$ cat config.mk
export PLATFORM = sky130hd
export DESIGN_NAME = vend_controller_flat
export DESIGN_NICKNAME = d
export VERILOG_FILES = /design/src/rtl/vend_pkg.sv /design/src/rtl/vend_controller_if.sv /design/src/rtl/vend_timer.sv /design/src/rtl/vend_controller.sv /design/src/flat_wrapper.sv
export SDC_FILE = /design/constraint.sdc
export NUM_CORES = 1
export LEC_CHECK = 0
export ABC_AREA = 1
export CAP_MARGIN = 20
export CORE_MARGIN = 2
export CORE_UTILIZATION = 48
export CTS_BUF_LIST = sky130_fd_sc_hd__clkbuf_4 sky130_fd_sc_hd__clkbuf_8
export DETAILED_ROUTE_END_ITERATION = 10
export DONT_BUFFER_PORTS = 1
export GPL_TIMING_DRIVEN = 1
export PLACE_DENSITY = 0.68
export SKIP_LAST_GASP = 1
export SYNTH_ARGS = -nofsm -noshare
export SYNTH_HDL_FRONTEND = slang
export SYNTH_HIERARCHICAL = 1
export SYNTH_SLANG_ARGS = --single-unit
$ cat constraint.sdc
create_clock -name sys_clk -period 10.3 [get_ports sys_clk]
set_input_delay 2.06 -clock sys_clk [delete_from_list [all_inputs] [get_ports sys_clk]]
set_output_delay 2.06 -clock sys_clk [all_outputs]
set_load 0.01 [all_outputs]
$ cat src/rtl/vend_pkg.sv
// ============================================================================
// Module   : vend_pkg
// Purpose  : Shared types and constants for the vending controller slice:
//            state encoding, coin values and money width.
// Revision : 1.0 - initial release
// ============================================================================
`default_nettype none

package vend_pkg;

   localparam int MONEY_W = 8;

   typedef logic [MONEY_W-1:0] money_t;

   typedef enum logic [2:0] {
      ST_IDLE   = 3'd0,
      ST_SELECT = 3'd1,
      ST_PAY    = 3'd2,
      ST_DONE   = 3'd3,
      ST_REFUND = 3'd4
   } state_t;

   localparam money_t COIN_ONE    = 8'd1;
   localparam money_t COIN_FIVE   = 8'd5;
   localparam money_t COIN_TEN    = 8'd10;
   localparam money_t COIN_TWENTY = 8'd20;
   localparam money_t COIN_FIFTY  = 8'd50;

endpackage

`default_nettype wire

$ cat src/rtl/vend_controller_if.sv
// ============================================================================
// Module   : vend_controller_if
// Purpose  : Key/coin pulse inputs and registered display-side outputs of the
//            vending controller. master = pulse source, slave = controller.
// Revision : 1.0 - initial release
// ============================================================================
`default_nettype none

interface vend_controller_if;
   import vend_pkg::*;

   logic       goods_p;
   logic       confirm_p;
   logic       change_p;
   logic       cancel_p;
   logic       coin_one_p;
   logic       coin_five_p;
   logic       coin_ten_p;
   logic       coin_twenty_p;
   logic       coin_fifty_p;

   money_t     need_money;
   money_t     input_money;
   money_t     change_money;
   logic [1:0] goods_idx;
   logic [2:0] state_o;
   logic       dispense;
   logic       coin_reject;

   modport master (
      output goods_p, confirm_p, change_p, cancel_p,
      output coin_one_p, coin_five_p, coin_ten_p, coin_twenty_p, coin_fifty_p,
      input  need_money, input_money, change_money, goods_idx, state_o,
      input  dispense, coin_reject
   );

   modport slave (
      input  goods_p, confirm_p, change_p, cancel_p,
      input  coin_one_p, coin_five_p, coin_ten_p, coin_twenty_p, coin_fifty_p,
      output need_money, input_money, change_money, goods_idx, state_o,
      output dispense, coin_reject
   );

endinterface

`default_nettype wire

$ cat src/rtl/vend_timer.sv
// ============================================================================
// Module   : vend_timer
// Purpose  : Loadable down-counter that saturates at zero; o_done is high
//            while the count is zero. Shared by the hold and timeout paths.
// Revision : 1.0 - initial release
// ============================================================================
`default_nettype none

module vend_timer #(
   parameter int WIDTH = 32
) (
   input  wire logic             clk,
   input  wire logic             rst_n,
   input  wire logic             i_load,
   input  wire logic [WIDTH-1:0] i_load_val,
   output logic                  o_done
);

   logic [WIDTH-1:0] r_count;

   // Load takes priority; otherwise count down and stick at zero.
   always_ff @(posedge clk or negedge rst_n) begin
      if (!rst_n) begin
         r_count <= '0;
      end else if (i_load) begin
         r_count <= i_load_val;
      end else if (r_count != '0) begin
         r_count <= r_count - 1'b1;
      end
   end

   assign o_done = (r_count == '0);

endmodule

`default_nettype wire

$ cat src/rtl/vend_controller.sv
// ============================================================================
// Module   : vend_controller
// Purpose  : Select/pay/dispense/refund transaction FSM of the vending
//            machine. All outputs registered.
//            Optional macro VEND_TIMEOUT_EN adds an inactivity timeout in
//            SELECT/PAY using the shared vend_timer.
// Revision : 1.0 - initial release
// ============================================================================
`default_nettype none

module vend_controller
   import vend_pkg::*;
#(
   parameter money_t      PRICE0         = 8'd3,
   parameter money_t      PRICE1         = 8'd5,
   parameter money_t      PRICE2         = 8'd9,
   parameter money_t      PRICE3         = 8'd13,
   parameter logic [31:0] HOLD_CYCLES    = 32'd100_000_000,
   parameter logic [31:0] TIMEOUT_CYCLES = 32'd1_000_000_000
) (
   input  wire logic        sys_clk,
   input  wire logic        sys_rst_n,
   vend_controller_if.slave bus
);

   state_t       r_state, w_state_nx;
   logic [1:0]   r_idx, w_idx_nx;
   money_t       r_need, w_need_nx;
   money_t       r_in, w_in_nx;
   money_t       r_chg, w_chg_nx;
   logic         r_disp, w_disp_nx;
   logic         r_rej, w_rej_nx;

   logic [MONEY_W:0] w_coin_sum;
   logic [MONEY_W:0] w_sum_total;
   logic             w_coin_any;
   logic             w_coin_ok;
   money_t           w_paid;
   logic [1:0]       w_idx_inc;
   logic             w_hold_load;
   logic             w_to_load;
   logic             w_tmr_done;
   logic [31:0]      w_tmr_val;

   function automatic money_t f_price(input logic [1:0] idx);
      case (idx)
         2'd0:    f_price = PRICE0;
         2'd1:    f_price = PRICE1;
         2'd2:    f_price = PRICE2;
         default: f_price = PRICE3;
      endcase
   endfunction

   // Same-cycle coins are summed one bit wider so overflow past 255 is visible.
   assign w_coin_sum = (bus.coin_one_p    ? {1'b0, COIN_ONE}    : '0)
                     + (bus.coin_five_p   ? {1'b0, COIN_FIVE}   : '0)
                     + (bus.coin_ten_p    ? {1'b0, COIN_TEN}    : '0)
                     + (bus.coin_twenty_p ? {1'b0, COIN_TWENTY} : '0)
                     + (bus.coin_fifty_p  ? {1'b0, COIN_FIFTY}  : '0);
   assign w_sum_total = {1'b0, r_in} + w_coin_sum;
   assign w_coin_any  = bus.coin_one_p | bus.coin_five_p | bus.coin_ten_p
                      | bus.coin_twenty_p | bus.coin_fifty_p;
   // Cancel outranks coins, so coins arriving with a cancel are rejected.
   assign w_coin_ok   = w_coin_any && (r_state == ST_PAY) && !bus.cancel_p
                      && !w_sum_total[MONEY_W];
   assign w_paid      = w_coin_ok ? w_sum_total[MONEY_W-1:0] : r_in;
   assign w_idx_inc   = r_idx + 2'd1;

`ifdef VEND_TIMEOUT_EN
   logic w_activity;
   assign w_activity = bus.goods_p | bus.confirm_p | bus.change_p | bus.cancel_p | w_coin_any;
   assign w_to_load  = w_activity && ((w_state_nx == ST_SELECT) || (w_state_nx == ST_PAY));
`else
   assign w_to_load  = 1'b0;
`endif

   // Hold count is armed on the transition into DONE or REFUND.
   assign w_hold_load = ((w_state_nx == ST_DONE) || (w_state_nx == ST_REFUND))
                     && (w_state_nx != r_state);
   assign w_tmr_val   = w_hold_load ? (HOLD_CYCLES - 32'd1) : (TIMEOUT_CYCLES - 32'd1);

   vend_timer #(.WIDTH(32)) u_timer (
      .clk        (sys_clk),
      .rst_n      (sys_rst_n),
      .i_load     (w_hold_load | w_to_load),
      .i_load_val (w_tmr_val),
      .o_done     (w_tmr_done)
   );

   // State and output registers.
   always_ff @(posedge sys_clk or negedge sys_rst_n) begin
      if (!sys_rst_n) begin
         r_state <= ST_IDLE;
         r_idx   <= '0;
         r_need  <= '0;
         r_in    <= '0;
         r_chg   <= '0;
         r_disp  <= 1'b0;
         r_rej   <= 1'b0;
      end else begin
         r_state <= w_state_nx;
         r_idx   <= w_idx_nx;
         r_need  <= w_need_nx;
         r_in    <= w_in_nx;
         r_chg   <= w_chg_nx;
         r_disp  <= w_disp_nx;
         r_rej   <= w_rej_nx;
      end
   end

   // Next-state and next-output decode, priority cancel > coins > confirm/change > goods.
   always_comb begin
      w_state_nx = r_state;
      w_idx_nx   = r_idx;
      w_need_nx  = r_need;
      w_in_nx    = r_in;
      w_chg_nx   = r_chg;
      w_disp_nx  = 1'b0;
      w_rej_nx   = w_coin_any & ~w_coin_ok;
      case (r_state)
         ST_IDLE: begin
            if (bus.goods_p && !bus.cancel_p) begin
               w_state_nx = ST_SELECT;
               w_idx_nx   = 2'd0;
               w_need_nx  = PRICE0;
            end
         end
         ST_SELECT: begin
            if (bus.cancel_p) begin
               w_state_nx = ST_IDLE;
               w_idx_nx   = '0;
               w_need_nx  = '0;
            end else if (bus.confirm_p) begin
               w_state_nx = ST_PAY;
            end else if (bus.goods_p) begin
               w_idx_nx   = w_idx_inc;
               w_need_nx  = f_price(w_idx_inc);
`ifdef VEND_TIMEOUT_EN
            end else if (!w_activity && w_tmr_done) begin
               w_state_nx = ST_IDLE;
               w_idx_nx   = '0;
               w_need_nx  = '0;
`endif
            end
         end
         ST_PAY: begin
            if (bus.cancel_p) begin
               if (r_in != '0) begin
                  w_state_nx = ST_REFUND;
                  w_chg_nx   = r_in;
               end else begin
                  w_state_nx = ST_IDLE;
                  w_idx_nx   = '0;
                  w_need_nx  = '0;
               end
            end else begin
               w_in_nx = w_paid;
               if ((bus.confirm_p || bus.change_p) && (w_paid >= r_need)) begin
                  w_state_nx = ST_DONE;
                  w_chg_nx   = w_paid - r_need;
                  w_disp_nx  = 1'b1;
`ifdef VEND_TIMEOUT_EN
               end else if (!w_activity && w_tmr_done) begin
                  if (r_in != '0) begin
                     w_state_nx = ST_REFUND;
                     w_chg_nx   = r_in;
                  end else begin
                     w_state_nx = ST_IDLE;
                     w_idx_nx   = '0;
                     w_need_nx  = '0;
                  end
`endif
               end
            end
         end
         ST_DONE, ST_REFUND: begin
            if (bus.change_p || w_tmr_done) begin
               w_state_nx = ST_IDLE;
               w_idx_nx   = '0;
               w_need_nx  = '0;
               w_in_nx    = '0;
               w_chg_nx   = '0;
            end
         end
         default: begin
            w_state_nx = ST_IDLE;
            w_idx_nx   = '0;
            w_need_nx  = '0;
            w_in_nx    = '0;
            w_chg_nx   = '0;
         end
      endcase
   end

   assign bus.state_o      = r_state;
   assign bus.goods_idx    = r_idx;
   assign bus.need_money   = r_need;
   assign bus.input_money  = r_in;
   assign bus.change_money = r_chg;
   assign bus.dispense     = r_disp;
   assign bus.coin_reject  = r_rej;

endmodule

`default_nettype wire

$ cat src/flat_wrapper.sv
// flat-port wrapper written by rule: the top's interface ports become plain ports
module vend_controller_flat import vend_pkg::*;
#(
   parameter money_t      PRICE0         = 8'd3,
   parameter money_t      PRICE1         = 8'd5,
   parameter money_t      PRICE2         = 8'd9,
   parameter money_t      PRICE3         = 8'd13,
   parameter logic [31:0] HOLD_CYCLES    = 32'd100_000_000,
   parameter logic [31:0] TIMEOUT_CYCLES = 32'd1_000_000_000
)
  (sys_clk, sys_rst_n, bus_goods_p, bus_confirm_p, bus_change_p, bus_cancel_p, bus_coin_one_p, bus_coin_five_p, bus_coin_ten_p, bus_coin_twenty_p, bus_coin_fifty_p, bus_need_money, bus_input_money, bus_change_money, bus_goods_idx, bus_state_o, bus_dispense, bus_coin_reject);
  vend_controller_if bus_i ();
  input  wire logic sys_clk;
  input  wire logic sys_rst_n;
  input wire logic [$bits(bus_i.goods_p)-1:0] bus_goods_p;
  input wire logic [$bits(bus_i.confirm_p)-1:0] bus_confirm_p;
  input wire logic [$bits(bus_i.change_p)-1:0] bus_change_p;
  input wire logic [$bits(bus_i.cancel_p)-1:0] bus_cancel_p;
  input wire logic [$bits(bus_i.coin_one_p)-1:0] bus_coin_one_p;
  input wire logic [$bits(bus_i.coin_five_p)-1:0] bus_coin_five_p;
  input wire logic [$bits(bus_i.coin_ten_p)-1:0] bus_coin_ten_p;
  input wire logic [$bits(bus_i.coin_twenty_p)-1:0] bus_coin_twenty_p;
  input wire logic [$bits(bus_i.coin_fifty_p)-1:0] bus_coin_fifty_p;
  output wire logic [$bits(bus_i.need_money)-1:0] bus_need_money;
  output wire logic [$bits(bus_i.input_money)-1:0] bus_input_money;
  output wire logic [$bits(bus_i.change_money)-1:0] bus_change_money;
  output wire logic [$bits(bus_i.goods_idx)-1:0] bus_goods_idx;
  output wire logic [$bits(bus_i.state_o)-1:0] bus_state_o;
  output wire logic [$bits(bus_i.dispense)-1:0] bus_dispense;
  output wire logic [$bits(bus_i.coin_reject)-1:0] bus_coin_reject;
  assign bus_i.goods_p = bus_goods_p;
  assign bus_i.confirm_p = bus_confirm_p;
  assign bus_i.change_p = bus_change_p;
  assign bus_i.cancel_p = bus_cancel_p;
  assign bus_i.coin_one_p = bus_coin_one_p;
  assign bus_i.coin_five_p = bus_coin_five_p;
  assign bus_i.coin_ten_p = bus_coin_ten_p;
  assign bus_i.coin_twenty_p = bus_coin_twenty_p;
  assign bus_i.coin_fifty_p = bus_coin_fifty_p;
  assign bus_need_money = bus_i.need_money;
  assign bus_input_money = bus_i.input_money;
  assign bus_change_money = bus_i.change_money;
  assign bus_goods_idx = bus_i.goods_idx;
  assign bus_state_o = bus_i.state_o;
  assign bus_dispense = bus_i.dispense;
  assign bus_coin_reject = bus_i.coin_reject;
  vend_controller #(.PRICE0(PRICE0), .PRICE1(PRICE1), .PRICE2(PRICE2), .PRICE3(PRICE3), .HOLD_CYCLES(HOLD_CYCLES), .TIMEOUT_CYCLES(TIMEOUT_CYCLES)) u_core (.sys_clk(sys_clk), .sys_rst_n(sys_rst_n), .bus(bus_i));
endmodule
==> flow_summary.ini <==
[floorplanning]
rows = 35
die_x_um = 101.6
die_area_sq_um = 10320
start_util_pct = 49.47
pin_count = 42
fp.dieH_um = 101.6
core_sq_um = 9240

[place]
portBuffers = 0
gp_congestion = 0.9219
dp_hpwl_um = 8724
place_inst = 805
placed_cell_area_sq_um = 4738

[timing]
finalSetupViolations = 0
fin_crit_sh_pct = 61.74
final_hold_viol_count = 0
fin_crit_ns = 6.359
slew_headroom_pct = 45.30
fmax_ghz = 0.1573
worst_pin_slew_ns = 0.8205
drv_slew = 0
setup_tns_ns = 0
fin_skew_ns = 0.006330
rsz0062_at_grt = false

[finish]
fin_cells = 821
final_common_cell = nand2_1
drive_above_1_share_pct = 11.56
n_antenna_cell = 0
area_growth_pct = 8.815
layout_common_cells = 194 x nand2_1, 86 x inv_1, 83 x nor2_1
nets = 719
n_fill_cell = 885
fin_area_sq_um = 4974

[global_routing]
grt_overflow = 0
grt_max_degree = 60
grt_pass1_vias = 4118
grt_pass1_wl_um = 19000
antenna_found_initial = 0
grt_use_total_pct = 23.41

[synthesis]
synth.distinct_cells = 40
synth_top_family_by_area = simple AND/OR/NAND/NOR gates
syn_avg_cell_area_sq_um = 6.853
synth_xor_area_share_pct = 2.491
async_reset_ff_share_pct = 100.0
synth_cells = 667
ys.flop_type = dfrtp_1
synth_top_cell_area_share_pct = 32.30
ys_seq_area_share_pct = 32.30
synth_fa_ha_area_share_pct = 6.734
synth-simple-area-share_pct = 39.75
synth_edf_count = 0
synth.area.mux_share_pct = 0
synth.ff_latch_count = 59
synth_area_sq_um = 4571
synthTopCellsByArea = dfrtp_1 32%, nand2_1 16%, inv_1 7.1%
synth_compound_area_share_pct = 9.171
ys_warn_count = 6
yosys.area.top_type = dfrtp_1

[routing]
vias_per_cell = 5.006
initialDrtViolationCount = 183
highest_layer = met4
wl_met2_um = 5851
wl_met1_um = 4571
drcViolationCount = 0
dr_wl_met3_um = 513
dr.pass1.iters = 5
wl_um = 11150
wl_per_cell_um = 13.59
ant_nets = 0
route.vias.total = 4110

[cts]
cts.repair.resized = 0
cts_tree = built
ctsHoldBuffers = 0
insertion_delay_ns = 0.35
cts_sinks = 59
cts_setup_buffers = 0
cts_made_buffers = 9
clockRootBuffer = clkbuf_8
htreeDepth = 3
clkSlewWorstSetupHoldPaths_ns = 0.07
clockBufferDepth = 2

[pwr]
ir_drop_v = 0.0001737
seq_power_share_pct = 31.7
p_leak_uw = 0.002521
p_int_uw = 732.5
clkPwrFrac_pct = 17.6
power_density_nw_per_um2 = 289.1
sw_frac_of_total_pct = 49.05
comb_power_share_pct = 50.7
power_switching_uw = 705.1

[critical_path]
worstPathMaxFanout = 36
slowest_stage = fa_1
arrival_ns = 6.61
crit_required_ns = 10.55
startpoint_type = input port
end_kind = register
cpPeakStageDelay_ns = 0.53
crit_type = input port to register

[flow_run]
maxCapViolations = 0

[hold_path]
hold_class = register to register

[run_status]
outcome = finished, final reports clean
==> flip-flops by register name, summed over array words and instances, names as in the netlist <==
name,count
u_core/bus.coin_reject,1
u_core/bus.input_money,8
u_core/bus.dispense,1
u_core/bus.state_o,3
u_core/bus.need_money,4
u_core/bus.goods_idx,2
u_core/bus.change_money,8
u_core/u_timer/r_count,32
==> metal layers <==
layer | global-route usage (%) | up-vias
li1 | - | 2112
met1 | 26.29 | 1899
met2 | 43.02 | 81
met3 | 6.073 | 18
met4 | 7.380 | 0
met5 | 0 | -
==> per-stage QoR <==
stage               util [%]  power (uW)  setup WS [ns]  hold WS (ns)
global route           53.83        1572          3.418        0.5652
CTS                    53.83        1443          3.984        0.5275
floorplan                  -        1020          4.388        0.4652
global placement       51.28        1161          3.790        0.4820
finish                 53.83        1438          3.941        0.5167
detailed placement     51.28        1181          3.632        0.5066
==> power groups by stage <==
stage / Sequential, uW / Combinational (uW) / Clock, uW
2_1_floorplan: 425 / 595 / 0
3_3_place_gp: 459 / 702 / 0
3_5_place_dp: 461 / 720 / 0
4_1_cts: 457 / 725 / 260
5_1_grt: 470 / 830 / 271
6_report: 455 / 729 / 253
==> critical path, delay by kind of cell <==
kind,cells,cell delay [ns]
and+or+nand+nor,14,1.57
adders and majority gates,3,1.22
buffers and inverters,8,1.10
AOI/OAI and AO/OA,4,0.66
==> Yosys cell counts, types with 2 or more instances <==
library cell,number
nand2_1,194
inv_1,86
nor2_1,83
dfrtp_1,59
nand3_1,42
o21ai_0,42
a21oi_1,17
nand2_2,17
ha_1,15
nor2_2,12
o22ai_1,12
xnor2_1,8
inv_2,7
nand4_1,7
nor2_4,7
fa_1,6
nand3_2,6
xor2_1,5
buf_4,4
clkbuf_1,4
nand2_4,4
nor3_1,4
or2_2,4
buf_6,2
conb_1,2
nand3b_1,2
o211ai_1,2
o21ai_1,2
==> final cells by class <==
class	count	area [sq um]	area share [%]
tap	129	161.4	3.245
clock inverter	5	83.83	1.686
clock buffer	11	151.4	3.044
timing repair buffer	1	7.507	0.1509
sequential	59	1476	29.69
multi-input combinational	522	2740	55.09
inverter	94	352.8	7.094
==> kinds of logic after synthesis <==
logic type      count (synthesis)
xor+xnor                       13
flops                          59
other cells                     2
compound gates                 77
simple gates                  389
buf+inv                       106
fa+ha+maj                      21
==> path summary, 6_finish.rpt <==
| kind | start | endpoint | slack, ns | cells past startpoint |
|---|---|---|---|---|
| min reg2reg | u_core/u_timer/r_count[0] | u_core/u_timer/r_count[0] | 0.52 | 2 |
| max | bus_coin_twenty_p | u_core/u_timer/r_count[28] | 3.94 | 29 |
| min | u_core/u_timer/r_count[0] | u_core/u_timer/r_count[0] | 0.52 | 2 |
| max reg2reg | u_core/bus.input_money[4] | u_core/u_timer/r_count[28] | 5.14 | 29 |
| max in group asynchronous | sys_rst_n | u_core/bus.input_money[6] | 8.77 | 0 |
| min in group asynchronous | sys_rst_n | u_core/u_timer/r_count[20] | 1.40 | 0 |
Note: power is estimated with default switching activity, not from simulation.
